`config.mk`:
```
export PLATFORM = sky130hd
export DESIGN_NAME = digit_chain_counter
export DESIGN_NICKNAME = d
export VERILOG_FILES = /design/src/rtl/digit_chain_counter_pkg.sv /design/src/rtl/digit_chain_counter_digit_cell.sv /design/src/rtl/digit_chain_counter.sv
export SDC_FILE = /design/constraint.sdc
export NUM_CORES = 1
export LEC_CHECK = 0
export ABC_AREA = 1
export CORE_MARGIN = 4
export CORE_UTILIZATION = 55
export DETAILED_ROUTE_END_ITERATION = 8
export DONT_BUFFER_PORTS = 1
export PLACE_DENSITY = 0.73
export SYNTH_ARGS = -nofsm -noshare
export SYNTH_HDL_FRONTEND = slang
export SYNTH_SLANG_ARGS = --single-unit
```
`constraint.sdc`:
```
create_clock -name clk -period 1.2 [get_ports clk]
set_input_delay 0.12 -clock clk [delete_from_list [all_inputs] [get_ports clk]]
set_output_delay 0.12 -clock clk [all_outputs]
set_load 0.03 [all_outputs]
```
`src/rtl/digit_chain_counter_pkg.sv`:
```
// Shared constants and helpers for the cascaded digit counter.
// Define COUNTER_CMP_EN at build time to add the registered compare-match output.
package counter_pkg;

    localparam logic DIR_UP    = 1'b1;
    localparam logic DIR_DN    = 1'b0;
    localparam logic MODE_WRAP = 1'b0;
    localparam logic MODE_SAT  = 1'b1;

    // Saturate a raw digit field to the largest legal digit value.
    function automatic int clamp_digit(input int val, input int radix);
        return (val > radix - 1) ? radix - 1 : val;
    endfunction

endpackage

```
`src/rtl/digit_chain_counter_digit_cell.sv`:
```
// One W-bit modulo-RADIX up/down digit with parallel load.
// Latency: one cycle from step/ld to q; no backpressure, steps are never stalled.
module digit_cell
    import counter_pkg::*;
#(
    parameter int W     = 4,
    parameter int RADIX = 10
) (
    input  logic         clk,
    input  logic         rst,
    input  logic         step,
    input  logic         up,
    input  logic         ld,
    input  logic [W-1:0] ld_val,
    output logic [W-1:0] q,
    output logic         at_max,
    output logic         at_zero
);

    localparam logic [W-1:0] MAXV = W'(RADIX - 1);

    assign at_max  = (q == MAXV);
    assign at_zero = (q == '0);

    // ld_val arrives already clamped, so q can never hold an illegal digit.
    always_ff @(posedge clk) begin
        if (rst) begin
            q <= '0;
        end else if (ld) begin
            q <= ld_val;
        end else if (step) begin
            if (up == DIR_UP) begin
                q <= at_max ? '0 : q + W'(1);
            end else begin
                q <= at_zero ? MAXV : q - W'(1);
            end
        end
    end

endmodule

```
`src/rtl/digit_chain_counter.sv`:
```
// Cascaded NDIG-digit modulo-RADIX counter with prescaler, load, wrap/saturate and ovf pulse.
// Latency: one cycle load/step to C; T is combinational; optional COUNTER_CMP_EN adds a registered match.
module digit_chain_counter
    import counter_pkg::*;
#(
    parameter int NDIG     = 2,
    parameter int W        = 4,
    parameter int RADIX    = 10,
    parameter int PRESCALE = 1
) (
    input  logic              clk,
    input  logic              rst,
    input  logic              E,
    input  logic              up,
    input  logic              sat,
    input  logic              load,
    input  logic [NDIG*W-1:0] load_val,
`ifdef COUNTER_CMP_EN
    input  logic [NDIG*W-1:0] cmp_val,
    output logic              match,
`endif
    output logic [NDIG*W-1:0] C,
    output logic              T,
    output logic              ovf
);

    localparam int             PW    = (PRESCALE > 1) ? $clog2(PRESCALE) : 1;
    localparam logic [PW-1:0]  PLAST = PW'(PRESCALE - 1);

    logic [PW-1:0]   p;
    logic            p_last;
    logic            step_evt;
    logic            step_go;
    logic [NDIG:0]   chain;
    logic [NDIG-1:0] at_max;
    logic [NDIG-1:0] at_zero;

    assign p_last   = (p == PLAST);
    assign step_evt = E & ~load & p_last;

    // chain[i] says every digit below i is at its rollover value for the current
    // direction; the full chain is exactly the terminal condition.
    assign chain[0] = 1'b1;
    assign T        = chain[NDIG];
    assign step_go  = step_evt & ~(T & (sat == MODE_SAT));

    for (genvar i = 0; i < NDIG; i++) begin : g_digit
        logic [W-1:0] ld_val_c;

        assign ld_val_c     = W'(clamp_digit(32'(load_val[i*W +: W]), RADIX));
        assign chain[i+1]   = chain[i] & ((up == DIR_UP) ? at_max[i] : at_zero[i]);

        digit_cell #(
            .W     (W),
            .RADIX (RADIX)
        ) u_digit (
            .clk     (clk),
            .rst     (rst),
            .step    (step_go & chain[i]),
            .up      (up),
            .ld      (load),
            .ld_val  (ld_val_c),
            .q       (C[i*W +: W]),
            .at_max  (at_max[i]),
            .at_zero (at_zero[i])
        );
    end

    always_ff @(posedge clk) begin
        if (rst) begin
            p <= '0;
        end else if (load) begin
            p <= '0;
        end else if (E) begin
            p <= p_last ? '0 : p + PW'(1);
        end
    end

    always_ff @(posedge clk) begin
        if (rst) begin
            ovf <= 1'b0;
        end else begin
            ovf <= step_evt & T & (sat == MODE_WRAP);
        end
    end

`ifdef COUNTER_CMP_EN
    always_ff @(posedge clk) begin
        if (rst) begin
            match <= 1'b0;
        end else begin
            match <= (C == cmp_val);
        end
    end
`endif

endmodule

```
==> flow_summary.ini <==
[run_status]
status = complete, but fails checks
violations = negative setup slack

[worst_setup_path]
path_cells = inv_4, nand2_1, nor2_1, nand2_1, nand2_2, buf_4, nand3_4, inv_6
cp-start-kind = flop
crit_required_ns = 1.08
worstPathArrival_ns = 1.46
cp-end-kind = primary output
path_class = flop to primary output
crit_slowest_cell = dfxtp_2
cp_common_cell = nand2_1
ff2ff_path_depth = 11
slowest_delay_ns = 0.34
critical_path.max_fanout = 4

[placed_design]
io_buffers = 0
post-dp-hpwl_um = 1885
globalplace.congestion = 0.8775
dp_slack_ns = -0.1393

[flow_run]
drv_cap = 0

[detailed_routing]
met3_wirelength_um = 325
initialDrtViolationCount = 55
drc_errors = 0
viasPerCell = 5.840
ant_nets = 0
wl_met1_um = 1146
highest_layer = met4
met2_length_um = 1292
wl_per_cell_um = 14.64
firstDrtPassIters = 4
vias = 1133
routed_wl_um = 2841

[cts]
cts_made_buffers = 3
clock_latency_ns = 0.27
hold_buffers = 0
clock_path_buffers = 2
htreeDepth = 1
cts_sinks = 9
cts_tree = built
clkTransAtPathRegs_ns = 0.07
root_buffer = clkbuf_4

[grt]
antenna_found_initial = 0
grt_overflow = 0
grt_pass1_vias = 986
grt_max_degree = 12
grt_pass1_wl_um = 4174
grtUsageTotal_pct = 26.76

[logic_synthesis]
synthCells = 146
syn-cell-area_um2 = 834.6
synth_seq_area_share_pct = 21.59
synth_seq_cells = 9
postSynthAreaPerCell_um2 = 5.716
yosysWarnings = 0
synthesis.nets = 160
synth_cell_types = 23

[pwr]
powerDensity_nw_per_um2 = 1005
power.static_leakage_nw = 0.6030
power_mw = 1.221
ir_drop_mv = 0.7221

[final_layout]
final_common_cell = nand2_1
final_cell_mix = nand2_1, buf_4, nor2_1
syn_to_final_growth_pct = 45.58
nets = 194
drive_above_1_share_pct = 41.34
antenna_cells = 0

[sta]
setup_violations = 10
timing.final.crit_share_pct = 132.0
final.setup.worst_slack_ns = -0.3846
period_needed_ns = 1.585
tightest_slew_ns = 0.3401
drv_slew = 0
rsz0062_at_grt = yes
hold_viol_final = 0
fmax_mhz = 631.1
fin_skew_ns = 0.0007904
slew_headroom_pct = 77.22

[hold_path]
holdCritPathClass = primary input to flop
holdPathStages = 2

[die]
num_rows = 13
fp.coreArea_um2 = 1366
die_h_um = 46.96
start_util_pct = 61.08
die_x_um = 46.96
pin_count = 24
die-area_um2 = 2205
==> kinds of logic (layout without fill, tap and decap cells) <==
logic type	count (synthesis)	in the layout	synth area share (%)
AOI/OAI and AO/OA	19	19	14.54
and+or+nand+nor	97	97	51.72
buffers and inverters	19	52	10.04
DFF	9	9	21.59
xor gates and xnor gates	2	2	2.099
==> through the flow <==
stage / instances / setup TNS, ns / hold slack, ns / utilization (%) / instance area, um^2
after floorplan: 146 / -0.7547 / 0.2722 / - / 859.6
after global placement: 185 / -0.3985 / 0.2786 / 77.75 / 1062
after detailed placement: 185 / -0.7605 / 0.2865 / 77.75 / 1062
after CTS: 190 / -1.575 / 0.002848 / 81.96 / 1120
after global routing: 194 / -3.402 / 0.03189 / 88.92 / 1215
final: 194 / -2.791 / 0.03060 / 88.92 / 1215
==> sequential cells by signal, summed over array words and instances, names as in the netlist <==
signal / flops
g_digit.u_digit.q: 8
ovf: 1
==> critical path: cells and delay by family (launching register included) <==
kind | cells | cell delay (ns)
buf+inv | 3 | 0.28
simple gates | 5 | 0.57
flops | 1 | 0.34
==> power breakdown <==
group / switching (mW) / total [mW] / internal [mW]
Combinational: 0.338 / 0.592 / 0.254
Sequential: 0.0429 / 0.371 / 0.328
Clock: 0.128 / 0.257 / 0.129
Total: 0.510 / 1.22 / 0.711
==> final cells by class <==
type                    instances  area [um^2]
clock buffers                   4        26.28
fillers                        79        151.4
inverters                      15        66.31
multi-input cells             118        645.6
flip-flops and latches          9        202.7
well taps                      15        18.77
repair buffers                 33        255.2
==> repair_timing <==
| item | CTS | global route |
|---|---|---|
| gates resized for setup | 6 | 20 |
| endpoints found under the setup margin | 9 | 9 |
| buffers inserted | 1 | 4 |
| pin swaps | 4 | 14 |
| hold endpoints to repair | 0 | 0 |
==> cells in the mapped netlist, drive strengths merged <==
master / n / area [um^2]
nand2: 47 / 193.9
clkinv: 2 / 8.750
nand4: 3 / 18.77
nor3: 2 / 10.01
a21oi: 7 / 35.03
o211ai: 4 / 43.79
buf: 4 / 26.27
inv: 13 / 48.79
xor2: 2 / 17.52
nand3: 20 / 100.1
o21ai: 7 / 35.03
nor2: 25 / 108.9
a211oi: 1 / 7.510
dfxtp: 9 / 180.2
==> final timing paths <==
kind | startpoint | end | slack (ns)
worst min-delay path | E | ovf | 0.03
worst min register to register | g_digit[0].u_digit.q[1] | g_digit[0].u_digit.q[1] | 0.56
worst max-delay path | g_digit[0].u_digit.q[2] | T | -0.38
worst max register to register | g_digit[0].u_digit.q[2] | g_digit[0].u_digit.q[1] | -0.33
==> layer usage <==
metal  up-vias  track usage [%]
met5         -                0
met4         0            10.50
met3        15            5.747
met2        78            42.01
met1       499            35.62
li1        541                -
Note: power is estimated with default switching activity, not from simulation.
